File: src/rtl/mips_cpu_muldiv_if.sv
// EXEC-stage <-> mul/div unit bus: operation request, operands, and HI/LO
// results with busy/done status.
interface mips_cpu_muldiv_if;
  logic        clk_enable;
  logic        start;
  logic [2:0]  op;
  logic [31:0] a;
  logic [31:0] b;
  logic        busy;
  logic        done;
  logic [31:0] hi;
  logic [31:0] lo;

  modport master (
    output clk_enable, start, op, a, b,
    input  busy, done, hi, lo
  );

  modport slave (
    input  clk_enable, start, op, a, b,
    output busy, done, hi, lo
  );
endinterface

File: src/rtl/mips_cpu_muldiv.sv
// MIPS HI/LO owner: 32-iteration radix-2 shift-add multiply and restoring
// divide on operand magnitudes, with sign fix-up on the final edge.
module mips_cpu_muldiv (
  input  logic                     clk,
  input  logic                     reset,
  mips_cpu_muldiv_if.slave         bus
);

  typedef enum logic [1:0] {
    S_IDLE,
    S_ITER,
    S_FINISH
  } state_t;

  state_t      r_state;
  state_t      w_next;

  logic [31:0] r_hi;
  logic [31:0] r_lo;
  logic        r_busy;
  logic        r_done;
  logic [5:0]  r_count;
  logic [63:0] r_acc;      // mul: {partial product, multiplier}; div: {remainder, quotient}
  logic [31:0] r_opd;      // mul: multiplicand magnitude; div: divisor magnitude
  logic        r_is_div;
  logic        r_signed;
  logic        r_sign_q;
  logic        r_sign_r;
  logic        r_div0;

  logic        w_op_signed;
  logic [31:0] w_mag_a;
  logic [31:0] w_mag_b;
  logic [32:0] w_mul_sum;
  logic [63:0] w_mul_next;
  logic [32:0] w_div_shift;
  logic        w_div_ge;
  logic [63:0] w_div_next;
  logic [31:0] w_res_hi;
  logic [31:0] w_res_lo;

  // MULT (0) and DIV (2) are the signed ops; odd codes are unsigned
  assign w_op_signed = ~bus.op[0];
  assign w_mag_a     = (w_op_signed && bus.a[31]) ? -bus.a : bus.a;
  assign w_mag_b     = (w_op_signed && bus.b[31]) ? -bus.b : bus.b;

  assign w_mul_sum  = {1'b0, r_acc[63:32]} + (r_acc[0] ? {1'b0, r_opd} : 33'd0);
  assign w_mul_next = {w_mul_sum, r_acc[31:1]};

  // 33-bit compare keeps a 0x80000000 divisor magnitude exact
  assign w_div_shift = r_acc[63:31];
  assign w_div_ge    = (w_div_shift >= {1'b0, r_opd});
  assign w_div_next  = w_div_ge ? {w_div_shift[31:0] - r_opd, r_acc[30:0], 1'b1}
                                : {w_div_shift[31:0],         r_acc[30:0], 1'b0};

  always_comb begin
    // NOTE: defaults first so every path assigns each output; no latch is inferred.
    w_res_hi = r_acc[63:32];
    w_res_lo = r_acc[31:0];
    if (!r_is_div) begin
      if (r_signed && r_sign_q) {w_res_hi, w_res_lo} = -r_acc;
    end else begin
      if (r_signed && r_sign_q) w_res_lo = -r_acc[31:0];
      if (r_signed && r_sign_r) w_res_hi = -r_acc[63:32];
      // Divide by zero leaves remainder = |a|; the dividend-sign fix restores a itself
      if (r_div0) w_res_lo = 32'hFFFF_FFFF;
    end
  end

  always_comb begin
    w_next = r_state;
    case (r_state)
      S_IDLE:   if (bus.start && !bus.op[2]) w_next = S_ITER;
      S_ITER:   if (r_count == 6'd1)         w_next = S_FINISH;
      S_FINISH: w_next = S_IDLE;
      default:  w_next = S_IDLE;
    endcase
  end

  always_ff @(posedge clk or posedge reset) begin
    if (reset)                r_state <= S_IDLE;
    else if (bus.clk_enable)  r_state <= w_next;
  end

  always_ff @(posedge clk or posedge reset) begin
    if (reset) begin
      r_hi     <= 32'd0;
      r_lo     <= 32'd0;
      r_busy   <= 1'b0;
      r_done   <= 1'b0;
      r_count  <= 6'd0;
      r_acc    <= 64'd0;
      r_opd    <= 32'd0;
      r_is_div <= 1'b0;
      r_signed <= 1'b0;
      r_sign_q <= 1'b0;
      r_sign_r <= 1'b0;
      r_div0   <= 1'b0;
    end else if (bus.clk_enable) begin
      // NOTE: non-blocking assignments so every register samples pre-edge values together.
      r_done <= 1'b0;
      case (r_state)
        S_IDLE: begin
          if (bus.start && !bus.op[2]) begin
            r_busy   <= 1'b1;
            r_count  <= 6'd32;
            r_is_div <= bus.op[1];
            r_signed <= w_op_signed;
            r_sign_q <= bus.a[31] ^ bus.b[31];
            r_sign_r <= bus.a[31];
            r_div0   <= (bus.b == 32'd0);
            if (bus.op[1]) begin
              r_acc <= {32'd0, w_mag_a};
              r_opd <= w_mag_b;
            end else begin
              r_acc <= {32'd0, w_mag_b};
              r_opd <= w_mag_a;
            end
          end else if (bus.start && bus.op[1:0] == 2'd0) begin
            r_hi <= bus.a;
          end else if (bus.start && bus.op[1:0] == 2'd1) begin
            r_lo <= bus.a;
          end
        end
        S_ITER: begin
          r_count <= r_count - 6'd1;
          r_acc   <= r_is_div ? w_div_next : w_mul_next;
        end
        S_FINISH: begin
          r_hi   <= w_res_hi;
          r_lo   <= w_res_lo;
          r_busy <= 1'b0;
          r_done <= 1'b1;
        end
        default: ;
      endcase
    end
  end

  assign bus.busy = r_busy;
  assign bus.done = r_done;
  assign bus.hi   = r_hi;
  assign bus.lo   = r_lo;

endmodule

File: src/flat_wrapper.sv
// flat-port wrapper written by rule: the top's interface ports become plain ports
module mips_cpu_muldiv_flat 
  (clk, reset, bus_clk_enable, bus_start, bus_op, bus_a, bus_b, bus_busy, bus_done, bus_hi, bus_lo);
  mips_cpu_muldiv_if bus_i ();
  input  logic clk;
  input  logic reset;
  input wire logic [$bits(bus_i.clk_enable)-1:0] bus_clk_enable;
  input wire logic [$bits(bus_i.start)-1:0] bus_start;
  input wire logic [$bits(bus_i.op)-1:0] bus_op;
  input wire logic [$bits(bus_i.a)-1:0] bus_a;
  input wire logic [$bits(bus_i.b)-1:0] bus_b;
  output wire logic [$bits(bus_i.busy)-1:0] bus_busy;
  output wire logic [$bits(bus_i.done)-1:0] bus_done;
  output wire logic [$bits(bus_i.hi)-1:0] bus_hi;
  output wire logic [$bits(bus_i.lo)-1:0] bus_lo;
  assign bus_i.clk_enable = bus_clk_enable;
  assign bus_i.start = bus_start;
  assign bus_i.op = bus_op;
  assign bus_i.a = bus_a;
  assign bus_i.b = bus_b;
  assign bus_busy = bus_i.busy;
  assign bus_done = bus_i.done;
  assign bus_hi = bus_i.hi;
  assign bus_lo = bus_i.lo;
  mips_cpu_muldiv u_core (.clk(clk), .reset(reset), .bus(bus_i));
endmodule
File: config.mk
export PLATFORM = sky130hd
export DESIGN_NAME = mips_cpu_muldiv_flat
export DESIGN_NICKNAME = d
export VERILOG_FILES = /design/src/rtl/mips_cpu_muldiv_if.sv /design/src/rtl/mips_cpu_muldiv.sv /design/src/flat_wrapper.sv
export SDC_FILE = /design/constraint.sdc
export NUM_CORES = 1
export LEC_CHECK = 0
export BUFFER_PORTS_ARGS = -buffer_cell sky130_fd_sc_hd__buf_2
export CORE_ASPECT_RATIO = 0.8
export CORE_UTILIZATION = 40
export DETAILED_ROUTE_END_ITERATION = 7
export GPL_TIMING_DRIVEN = 0
export SKIP_CTS_REPAIR_TIMING = 1
export SYNTH_ARGS = -nofsm -noshare
export SYNTH_HDL_FRONTEND = slang
export SYNTH_SLANG_ARGS = --single-unit
File: constraint.sdc
create_clock -name clk -period 15.2 [get_ports clk]
set_input_delay 3.04 -clock clk [delete_from_list [all_inputs] [get_ports clk]]
set_output_delay 3.04 -clock clk [all_outputs]
set_load 0.05 [all_outputs]
[After elaboration in Yosys (flattened, before gate mapping)]
Index checks and enable logic that the tools add are counted.
Word-level totals
  flip-flop bits (word level): 175
  latch bits: 0
  RAM bits: 0
  ROM bits: 0
  bits of input ports: 71
  output and inout bits: 66
  word-level logic and storage cells: 84
  memories kept: 0
Cells by class
  add/subtract/negate cells: 8
  multiply operators: 0
  divide/modulo/power cells: 0
  order comparisons: 1
  equal/unequal tests: 10
  shifts and indexed selects: 0
  mux-type cells: 31
  bitwise gates (word level): 2
  reduce and logical (&&, ||, !) cells: 19
Operators with widths (number)
  $mux W32: 17
  $mux W64: 3
  $neg A32 Y32: 4
  $pmux W32 S2: 2
  $pmux W64 S2: 1
  $neg A64 Y64: 1
  $add A32 B33 Y33: 1
  $ge A33 B32 Y1: 1
  $logic_not A32 Y1: 1
  $sub A32 B32 Y32: 1
  $pmux W6 S2: 1
  $reduce_and A3 Y1: 4
  $ne A2 B1 Y1 const B: 4
  $logic_and A1 B1 Y1: 7
  $eq A6 B1 Y1 const B: 1
  $mux W6: 1
  $sub A6 B1 Y6 const B: 1
  $reduce_and A5 Y1: 1
  $eq A2 B1 Y1 const B: 2
  $logic_not A2 Y1: 2
  $mux W2: 2
  $ne A2 B2 Y1 const B: 2
  $pmux W2 S2: 1
  $reduce_and A4 Y1: 1
  other kinds (7): 9

[Logic depth before layout (Yosys ltp)]
Gate-level depths: netlist (run 1).
  depth after elaboration: 6
  depth in mapped cells: 14
  mapped depth without buffers: 13

[Worst setup path before layout (run 1)]
Ideal clock, no wire load.
  path kind: input -> register
  from: in bus_b[14]
  to: reg u_core.r_acc[27]
  library setup time: 124 ps
  arrival time: 4832 ps
  data required time: 15076 ps
  slack: 10244 ps
  cell stages on the path: 8
  buffers on the path: 0
  cells stage by stage: or4_4 nor4_4 and3_4 nand2_4 o31ai_2 xor2_1 a21oi_1 a211o_1
Between the ends
  longest elaborated chain between the ends: 5
RTL lines
  start: declaration: line flat_wrapper.sv:11  | input wire logic [$bits(bus_i.b)-1:0] bus_b;
  $neg A32 Y32: line mips_cpu_muldiv.sv:45  | assign w_mag_b = (w_op_signed && bus.b[31]) ? -bus.b : bus.b;
  $mux W32: line mips_cpu_muldiv.sv:45
  $mux W32: line mips_cpu_muldiv.sv:112  | if (bus.op[1]) begin
  $mux W64: line mips_cpu_muldiv.sv:104  | if (bus.start && !bus.op[2]) begin
  $pmux W64 S2: line mips_cpu_muldiv.sv:102  | case (r_state)
  end signal: assignment: line mips_cpu_muldiv.sv:113  | r_acc <= {32'd0, w_mag_a};
  end signal: assignment: line mips_cpu_muldiv.sv:116  | r_acc <= {32'd0, w_mag_b};
  end signal: assignment: line mips_cpu_muldiv.sv:127  | r_acc <= r_is_div ? w_div_next : w_mul_next;
  end: declaration: line mips_cpu_muldiv.sv:23  | logic [63:0] r_acc;
Every way passes these cells. The select of a mux whose other input is x is not followed.
A chain may end at the register's enable or synchronous reset.

[Final worst setup path (run 1)]
  from: in bus_a[2]
  to: reg u_core.r_acc[30]
Between the ends
  longest elaborated chain between the ends: 5
RTL lines
  start: declaration: line flat_wrapper.sv:10  | input wire logic [$bits(bus_i.a)-1:0] bus_a;
  $neg A32 Y32: line mips_cpu_muldiv.sv:44  | assign w_mag_a = (w_op_signed && bus.a[31]) ? -bus.a : bus.a;
  $mux W32: line mips_cpu_muldiv.sv:44
  $mux W32: line mips_cpu_muldiv.sv:112
  $mux W64: line mips_cpu_muldiv.sv:104
  $pmux W64 S2: line mips_cpu_muldiv.sv:102
Every way passes these cells. The select of a mux whose other input is x is not followed.

==> results.py, run 1 <==
metrics = {
    "cts": {
        "clockRootBuffer": "clkbuf_16",
        "cts-htree-levels": 4,
        "cts_buffers": 17,
        "cts_buffer_depth": 2,
        "clkTransAtPathRegs_ps": 70,
        "clkLatencyLatePin_ps": 470,
        "clkSinkCount": 175,
        "cts_tree": "yes",
    },
    "place": {
        "io_buffer_count": 134,
        "dpl_cell_area_um2": 16400,
        "place_congestion": 1.00,
        "dp_hpwl_mm": 50.4,
    },
    "job": {
        "drv_cap": 0,
    },
    "worst_setup_path": {
        "arrival_ps": 5970,
        "path_cells": "clkbuf_1, nor4_1, nand3b_1, nor3b_2, a21oi_1, xnor2_1, nand2_1, o211ai_2, o21ai_1, o22a_1",
        "cp_max_fo": 7,
        "rr_endpoint": "u_core.bus.hi[30]$_DFFE_PP0P_",
        "r2r_cells": 12,
        "rrSetupSlack_ps": 10320,
        "path_class": "in2reg",
        "critPathLaunch": "bus_a[2]",
        "startpoint_type": "input port",
        "slowest_stage": "nor4_1",
        "worstSetupEndpointType": "flop",
        "r2r_start": "u_core.r_acc[0]$_DFFE_PP0P_",
        "cp.required_ps": 15550,
        "slowest_delay_ps": 600,
        "crit_end": "u_core.r_acc[30]$_DFFE_PP0P_",
    },
    "sta": {
        "worst_hold_slack_ps": 476,
        "skew_ps": 13.6,
        "final-hold-violation-count": 0,
        "setup-tns-final_ps": 0,
        "rsz0062_at_grt": "false",
        "finalCritPeriodShare": 0.370,
        "final-setup-viol-count": 0,
        "fmax_mhz": 178,
        "tightest_slew_ps": 1150,
        "max_slew_margin": 0.222,
        "period_needed_ps": 5620,
        "slew_violations": 0,
    },
    "routing": {
        "wl_mm": 63.5,
        "num_vias": 15900,
        "wl_per_cell_um": 24.4,
        "avgViaCountPerCell": 6.11,
        "drc_errors": 0,
        "dr.pass1.iters": 6,
        "ant_nets": 0,
        "drt_iter0_drc": 2014,
    },
    "logic_synthesis": {
        "syn-num-nets": 2092,
        "avgSynthCellArea_um2": 7.75,
        "syn-cell-area_um2": 15100,
        "ys_ff_latch": 175,
        "ys.flop_type": "dfrtp_1",
        "synthCells": 1949,
        "ys_types": 88,
        "yosys_warnings": 0,
        "synth_edf_count": 0,
        "async_flop_share": 1.00,
        "seq_area_frac_synth": 0.290,
    },
    "min_path": {
        "min_path_type": "reg2reg",
        "min_from": "u_core.bus.hi[31]$_DFFE_PP0P_",
    },
    "layout": {
        "multi_input_area_um2": 9990,
        "nFillCells": 3781,
        "seq_area_um2": 4380,
        "drive_above_1_share": 0.106,
        "fin_nets": 2246,
        "syn2layout_area_growth_pct": 12.7,
        "fin_area_um2": 17000,
    },
    "global_routing": {
        "track_usage": 0.332,
        "antenna_found_initial": 0,
        "grt_overflow": 0,
        "grt_pass1_vias": 14800,
        "grt_pass1_wl_mm": 94.6,
        "grt_max_degree": 119,
    },
    "die": {
        "coreArea_um2": 37100,
        "die_w_um": 219,
        "die_area_um2": 38500,
        "dieHeight_um": 176,
        "num_io_pins": 137,
        "std_cell_rows": 63,
        "initial_core_util": 0.407,
    },
    "outcome": {
        "status": "completed",
    },
    "power": {
        "ir_drop_v": 0.000137,
        "seq_power_share": 0.221,
        "pwr-share-comb": 0.670,
        "p_leak_nw": 7.45,
        "pwr-share-clk": 0.109,
        "p_sw_w": 0.00238,
        "p_int_w": 0.00195,
        "sw_frac_of_total": 0.550,
        "powerDensity_nw_per_um2": 255,
    },
}
cells by family after synthesis:
kind of cell	after synthesis	synth area share
fa+ha+maj	72	0.0606
compound gates	652	0.264
flops	175	0.290
xor+xnor	174	0.101
mux	53	0.0355
simple gates	634	0.201
buf+inv	189	0.0487
worst min-delay path by stage:
| stage | endpoint | slack [ps] | cells past startpoint |
|---|---|---|---|
| after floorplan | u_core.r_div0$_DFFE_PP0P_ | 440 | 2 |
| after global placement | u_core.bus.lo[11]$_DFFE_PP0P_ | 460 | 2 |
| after detailed placement | u_core.r_div0$_DFFE_PP0P_ | 460 | 2 |
| after CTS | u_core.r_div0$_DFFE_PP0P_ | 480 | 2 |
| after global routing | u_core.bus.hi[7]$_DFFE_PP0P_ | 500 | 2 |
| final | u_core.bus.hi[31]$_DFFE_PP0P_ | 480 | 2 |
state kept, by name, indices dropped and copies added (netlist names):
register	flops
u_core.bus.busy	1
u_core.bus.done	1
u_core.bus.hi	32
u_core.bus.lo	32
u_core.r_acc	64
u_core.r_count	6
u_core.r_div0	1
u_core.r_is_div	1
u_core.r_opd	32
u_core.r_sign_q	1
u_core.r_sign_r	1
u_core.r_signed	1
u_core.r_state	2
metal layers:
metal / vias to the layer above / global-route usage / share of wire
li1: 7322 / - / -
met1: 7777 / 0.500 / 0.48
met2: 739 / 0.464 / 0.40
met3: 81 / 0.0765 / 0.098
met4: 0 / 0.0932 / 0.024
met5: - / 0 / 0
power by group through the flow:
stage          registers, W  clock network (W)  logic [W]
3_5_place_dp       0.000953                  0    0.00284
6_report           0.000958           0.000472    0.00291
4_1_cts            0.000944           0.000474    0.00285
3_3_place_gp       0.000947                  0    0.00281
5_1_grt            0.000982           0.000494    0.00316
2_1_floorplan       0.00114                  0    0.00184
worst max-delay path: cells and delay by family:
family                    cells  cell delay [ps]
buffers and inverters         1              360
and+or+nand+nor               4             1650
xor gates and xnor gates      1              410
AOI/OAI and AO/OA             4              500
metrics by stage:
| stage | setup slack, ps | std cells | util | total power, W |
|---|---|---|---|---|
| finish | 9580 | 2604 | 0.459 | 0.00434 |
| global route | 9430 | 2603 | 0.458 | 0.00463 |
| CTS | 9750 | 2603 | 0.458 | 0.00427 |
| detailed placement | 9290 | 2571 | 0.442 | 0.00379 |
| global placement | 4980 | 2570 | 0.441 | 0.00376 |
| floorplan | 7410 | 1949 | - | 0.00298 |
Yosys cell counts (11+ instances only):
| cell type | n | share of area |
|---|---|---|
| a211oi_1 | 24 | 0.012 |
| a21o_1 | 31 | 0.015 |
| a21oi_1 | 172 | 0.057 |
| a31oi_1 | 21 | 0.0087 |
| and3_1 | 14 | 0.0058 |
| buf_1 | 13 | 0.0032 |
| clkbuf_1 | 96 | 0.024 |
| dfrtp_1 | 175 | 0.29 |
| ha_1 | 70 | 0.058 |
| inv_1 | 67 | 0.017 |
| mux2i_1 | 48 | 0.032 |
| nand2_1 | 199 | 0.049 |
| nand2b_1 | 19 | 0.0079 |
| nand3_1 | 49 | 0.016 |
| nand4_1 | 11 | 0.0046 |
| nor2_1 | 202 | 0.050 |
| nor3_1 | 45 | 0.015 |
| nor4_1 | 17 | 0.0070 |
| o211ai_1 | 38 | 0.019 |
| o21ai_0 | 190 | 0.063 |
| o21ai_1 | 32 | 0.011 |
| o22a_1 | 13 | 0.0075 |
| o22ai_1 | 36 | 0.015 |
| o31ai_1 | 12 | 0.0060 |
| or3_1 | 12 | 0.0050 |
| xnor2_1 | 101 | 0.059 |
| xor2_1 | 73 | 0.042 |
layout by cell type (no fill, tap or decap), types with 7 or more instances in the layout:
cell	count
nor2_1	202
clkbuf_1	96
clkbuf_16	17
o22a_1	13
nand2b_1	19
o22ai_1	36
and2_1	7
a31oi_1	21
and3_1	14
nor2b_1	9
nand2_1	199
a211oi_1	24
xnor2_1	101
o31ai_1	12
buf_2	143
a21boi_0	7
dfrtp_1	175
a21oi_1	172
buf_1	13
nor3b_1	8
a22oi_1	10
a21o_1	31
o211ai_1	38
ha_1	70
inv_1	66
xor2_1	73
o21ai_0	190
nand3_1	49
mux2i_1	48
nor4_1	17
o21bai_1	7
o21ai_1	32
or3_1	12
nand4_1	11
nor3_1	45
layout make-up:
class,instances,area share
tap,487,0.0358
buffer,121,0.0282
sequential,175,0.257
antenna,1,0.000147
multi-input combinational,1585,0.587
timing repair buffer,135,0.0410
inverter,68,0.0154
clock buffer,21,0.0282
clock inverter,11,0.00713
Power figures use the tool's default switching activity.
==> inputs of run 2 (changes only) <==
Clock period 15.2 ns to 4.5 ns, I/O delays scaled along.
==> results.py, run 2 (synthesis results as in run 1) <==
metrics = {
    "routing": {
        "drc_errors": 0,
        "drt_iter0_drc": 2002,
        "ant_nets": 0,
        "num_vias": 15800,
        "dr.pass1.iters": 6,
        "avgViaCountPerCell": 6.07,
        "wl_mm": 63.6,
        "wl_per_cell_um": 24.4,
    },
    "place": {
        "dpl_cell_area_um2": 16500,
        "io_buffer_count": 134,
        "dp_cells": 2575,
        "place_congestion": 1.01,
        "dp_hpwl_mm": 50.7,
    },
    "power": {
        "seq_power_share": 0.223,
        "p_sw_w": 0.00801,
        "pwr-share-clk": 0.101,
        "p_leak_nw": 7.46,
        "pwr-share-comb": 0.676,
        "ir_drop_v": 0.000458,
        "p_int_w": 0.00652,
        "total_power_w": 0.0145,
        "sw_frac_of_total": 0.551,
        "powerDensity_nw_per_um2": 853,
    },
    "cts": {
        "clkSinkCount": 175,
        "cts-htree-levels": 4,
        "cts_buffer_depth": 2,
        "clkTransAtPathRegs_ps": 70,
        "clockRootBuffer": "clkbuf_16",
        "cts_buffers": 17,
        "clkLatencyLatePin_ps": 460,
        "cts_tree": "yes",
    },
    "global_routing": {
        "grtUsageMet3": 0.0812,
        "grt_max_degree": 41,
        "use_met1": 0.494,
        "grt_overflow": 0,
        "busiest_layer": "met1",
        "grt_pass1_wl_mm": 94.1,
        "antenna_found_initial": 0,
        "grt_util_met2": 0.470,
        "track_usage": 0.332,
        "grt_pass1_vias": 14700,
    },
    "worst_setup_path": {
        "slowest_delay_ps": 820,
        "rrSetupSlack_ps": 150,
        "crit_top_cell": "nand3_1",
        "crit_buf_inv": 2,
        "worstSetupEndpointType": "flop",
        "path_cells": "inv_1, clkbuf_2, ha_1, nor3b_1, nor4bb_2, nand3_1, nor2_2, nand3_1, o22ai_1, xor2_1, a21oi_1",
        "cp_max_fo": 10,
        "path_class": "reg2reg",
        "slowest_stage": "nor4bb_2",
        "cp.required_ps": 4840,
        "arrival_ps": 4690,
        "startpoint_type": "flop",
        "path_delay_family": "simple AND/OR/NAND/NOR gates",
    },
    "die": {
        "die_area_um2": 38500,
        "initial_core_util": 0.407,
        "num_io_pins": 137,
        "dieHeight_um": 176,
        "std_cell_rows": 63,
        "die_w_um": 219,
        "coreArea_um2": 37100,
    },
    "sta": {
        "skew_ps": 7.89,
        "slew_violations": 0,
        "max_slew_margin": 0.264,
        "setup-tns-final_ps": 0,
        "finalCritPeriodShare": 0.967,
        "tightest_slew_ps": 1090,
        "final-setup-viol-count": 0,
        "period_needed_ps": 4350,
        "final-hold-violation-count": 0,
        "fmax_mhz": 230,
        "rsz0062_at_grt": "false",
    },
    "layout": {
        "fin_cells": 2605,
        "fin_nets": 2250,
        "largest_reg_flops": 64,
        "layout_commonest_cell": "nor2_1",
        "nFillCells": 3758,
        "most-common-layout-cells": "nor2_1, nand2_1, o21ai_0, dfrtp_1, a21oi_1",
        "multi_input_area_um2": 10000,
        "drive_above_1_share": 0.108,
        "n_antenna_cell": 0,
        "largest-register": "u_core.r_acc",
        "fin_area_um2": 17000,
        "seq_area_um2": 4380,
        "syn2layout_area_growth_pct": 12.8,
    },
    "job": {
        "drv_cap": 0,
    },
    "min_path": {
        "min_path_type": "in2async",
    },
    "outcome": {
        "status": "completed",
    },
}
[run 2: cell count changes in the layout (fill, tap and decap cells not counted), moves of 2 or more]
cell / change
clkinv_2: +2
inv_8: -3
clkinv_4: -2
inv_6: +2
buf_12: +5
[run 2: final timing paths]
| path | start | endpoint | depth (start not counted) |
|---|---|---|---|
| min | reset | u_core.bus.lo[23]$_DFFE_PP0P_ | 2 |
| max in group asynchronous | reset | u_core.r_acc[2]$_DFFE_PP0P_ | 5 |
| max reg2reg | u_core.r_acc[0]$_DFFE_PP0P_ | u_core.bus.hi[22]$_DFFE_PP0P_ | 11 |
| max | u_core.r_acc[0]$_DFFE_PP0P_ | u_core.bus.hi[22]$_DFFE_PP0P_ | 11 |
| min in group clk | u_core.bus.hi[21]$_DFFE_PP0P_ | u_core.bus.hi[21]$_DFFE_PP0P_ | 2 |
| min reg2reg | u_core.bus.hi[21]$_DFFE_PP0P_ | u_core.bus.hi[21]$_DFFE_PP0P_ | 2 |
[run 2: stage by stage]
stage                util  hold WS (ps)  setup WS [ps]
floorplan               -           444           1360
global placement    0.441           459           -131
detailed placement  0.444           465           -199
CTS                 0.459           417           -215
global route        0.459           437           25.9
finish              0.459           418            147
[run 2: metal layers]
layer / vias to the layer above / part of all wire
met4: 0 / 0.022
met2: 761 / 0.41
met5: - / 0
met1: 7641 / 0.47
li1: 7311 / -
met3: 90 / 0.10
[run 2: worst register-to-register path, cell delays in order, from the launching register on]
cell,delay [ps]
dfrtp_1,480
inv_1,250
clkbuf_2,380
ha_1,240
nor3b_1,440
nor4bb_2,820
nand3_1,430
nor2_2,340
nand3_1,190
o22ai_1,270
xor2_1,270
a21oi_1,110
[run 2: cell type report]
type / count / area share
sequential: 175 / 0.257
timing repair buffer: 139 / 0.0452
clock buffer: 20 / 0.0274
inverter: 68 / 0.0152
buffer: 121 / 0.0283
multi-input combinational: 1585 / 0.587
clock inverter: 10 / 0.00463
tap: 487 / 0.0358
[run 2: power groups by stage]
stage,Sequential [W],Clock [W],Combinational [W]
after floorplan,0.00383,0,0.00623
after global placement,0.00320,0,0.00951
after detailed placement,0.00322,0,0.00960
after CTS,0.00319,0.00148,0.00965
after global routing,0.00331,0.00154,0.0107
final,0.00324,0.00147,0.00982
==> inputs of run 3 (changes only) <==
Settings changed: CORE_ASPECT_RATIO 0.8 to 1.5.
==> results.py, run 3 (synthesis results as in run 1) <==
metrics = {
    "outcome": {
        "status": "completed",
    },
    "sta": {
        "period_needed_ps": 4280,
        "final-hold-violation-count": 0,
        "fmax_mhz": 234,
        "tightest_slew_ps": 1190,
        "max_slew_margin": 0.196,
        "finalCritPeriodShare": 0.952,
        "final-setup-viol-count": 0,
        "rsz0062_at_grt": "false",
        "skew_ps": 18.3,
        "slew_violations": 0,
    },
    "power": {
        "pwr-share-clk": 0.104,
        "p_leak_nw": 7.45,
        "p_sw_w": 0.00802,
        "pwr-share-comb": 0.672,
        "powerDensity_nw_per_um2": 855,
        "sw_frac_of_total": 0.551,
        "p_int_w": 0.00654,
        "ir_drop_v": 0.000326,
        "seq_power_share": 0.224,
    },
    "die": {
        "std_cell_rows": 86,
        "die_area_um2": 38600,
        "initial_core_util": 0.408,
        "num_io_pins": 137,
        "die_w_um": 161,
        "coreArea_um2": 37000,
        "dieHeight_um": 240,
    },
    "routing": {
        "drc_errors": 0,
        "drt_iter0_drc": 1144,
        "wl_per_cell_um": 25.0,
        "num_vias": 15600,
        "dr.pass1.iters": 5,
        "wl_mm": 64.9,
        "avgViaCountPerCell": 6.00,
        "ant_nets": 0,
    },
    "worst_setup_path": {
        "cp_max_fo": 10,
        "path_cells": "inv_1, clkbuf_2, ha_1, nor3b_1, nor4bb_2, nand3_1, nor2_2, nand3_1, o22ai_1, xor2_1, a21oi_1",
        "cp.required_ps": 4830,
        "startpoint_type": "flop",
        "r2r_start": "u_core.r_acc[0]$_DFFE_PP0P_",
        "crit_top_cell": "nand3_1",
        "worstSetupEndpointType": "flop",
        "slowest_stage": "dfrtp_1",
        "slowest_delay_ps": 500,
        "arrival_ps": 4610,
        "critPathLaunch": "u_core.r_acc[0]$_DFFE_PP0P_",
        "path_class": "reg2reg",
    },
    "layout": {
        "most-common-layout-cells": "nor2_1, nand2_1, o21ai_0, dfrtp_1, a21oi_1",
        "fin_cells": 2603,
        "fin_area_um2": 17000,
        "fin_nets": 2249,
        "layout_commonest_cell": "nor2_1",
        "drive_above_1_share": 0.108,
        "n_antenna_cell": 0,
        "largest_reg_flops": 64,
        "largest-register": "u_core.r_acc",
        "syn2layout_area_growth_pct": 12.8,
    },
    "min_path": {
        "min_from": "u_core.bus.lo[14]$_DFFE_PP0P_",
        "min_path_type": "reg2reg",
    },
    "global_routing": {
        "antenna_found_initial": 0,
        "grt_max_degree": 42,
        "grt_pass1_wl_mm": 96.1,
        "grt_overflow": 0,
        "grt_pass1_vias": 15500,
        "track_usage": 0.339,
    },
    "cts": {
        "clkLatencyLatePin_ps": 470,
        "cts_buffers": 17,
        "clkTransAtPathRegs_ps": 70,
        "cts_buffer_depth": 2,
        "clockRootBuffer": "clkbuf_16",
        "cts_tree": "yes",
        "cts-htree-levels": 4,
        "clkSinkCount": 175,
    },
    "place": {
        "dp_hpwl_mm": 52.2,
        "place_congestion": 1.01,
        "dp_cells": 2571,
        "dpl_cell_area_um2": 16500,
        "io_buffer_count": 134,
    },
    "job": {
        "drv_cap": 0,
    },
}
## run 3: cell count changes in the layout (fill, tap and decap cells not counted)
cell,change
clkinvlp_4,+2
inv_6,-2
buf_12,-1
clkbuf_1,+1
clkbuf_8,+1
clkinv_2,-1
clkinv_4,+1
## run 3: per-layer routing
layer,vias to the layer above,GRT usage,part of all wire,wire [um]
met1,7578,0.368,0.38,24500
li1,7309,-,-,-
met5,-,0,0,0
met2,571,0.608,0.50,32600
met4,0,0.237,0.073,4770
met3,168,0.0462,0.047,3030
## run 3: worst paths after layout
kind                            slack (ps)  cells past startpoint                       endpoint
worst max register to register         220                     11  u_core.bus.hi[22]$_DFFE_PP0P_
min in group asynchronous              610                      2   u_core.r_acc[17]$_DFFE_PP0P_
worst min register to register         480                      2  u_core.bus.lo[14]$_DFFE_PP0P_
worst max-delay path                   220                     11  u_core.bus.hi[22]$_DFFE_PP0P_
worst min-delay path                   480                      2  u_core.bus.lo[14]$_DFFE_PP0P_
max in group asynchronous             3190                      3  u_core.bus.hi[24]$_DFFE_PP0P_
## run 3: layout make-up
cell class,count,area [um2]
buffer,121,482
multi-input combinational,1585,10000
clock buffer,22,484
fill,3838,20000
clock inverter,10,80.1
timing repair buffer,138,751
tap,484,606
sequential,175,4380
inverter,68,259
## run 3: through the flow
step	setup TNS (ps)	worst slack, ps	hold slack [ps]	utilization	power (W)
2_1_floorplan	0	1360	444	-	0.0101
3_3_place_gp	-74.5	-74.5	457	0.443	0.0128
3_5_place_dp	-81.0	-81.0	466	0.445	0.0129
4_1_cts	-96.7	-96.7	481	0.460	0.0144
5_1_grt	0	60.4	502	0.460	0.0155
6_report	0	218	475	0.460	0.0146
## run 3: power by group through the flow
stage                     logic (W)  registers (W)  clock network [W]
final                       0.00979        0.00326            0.00151
after global routing         0.0106        0.00333            0.00158
after CTS                   0.00967        0.00322            0.00151
after detailed placement    0.00961        0.00325                  0
after global placement      0.00955        0.00322                  0
after floorplan             0.00623        0.00383                  0
## run 3: critical path, delay by kind of cell (launching register included)
family / cells / cell delay [ps]
and+or+nand+nor: 5 / 1990
DFF: 1 / 500
AOI/OAI and AO/OA: 2 / 400
adders and majority gates: 1 / 240
xor gates and xnor gates: 1 / 350
buffers and inverters: 2 / 650
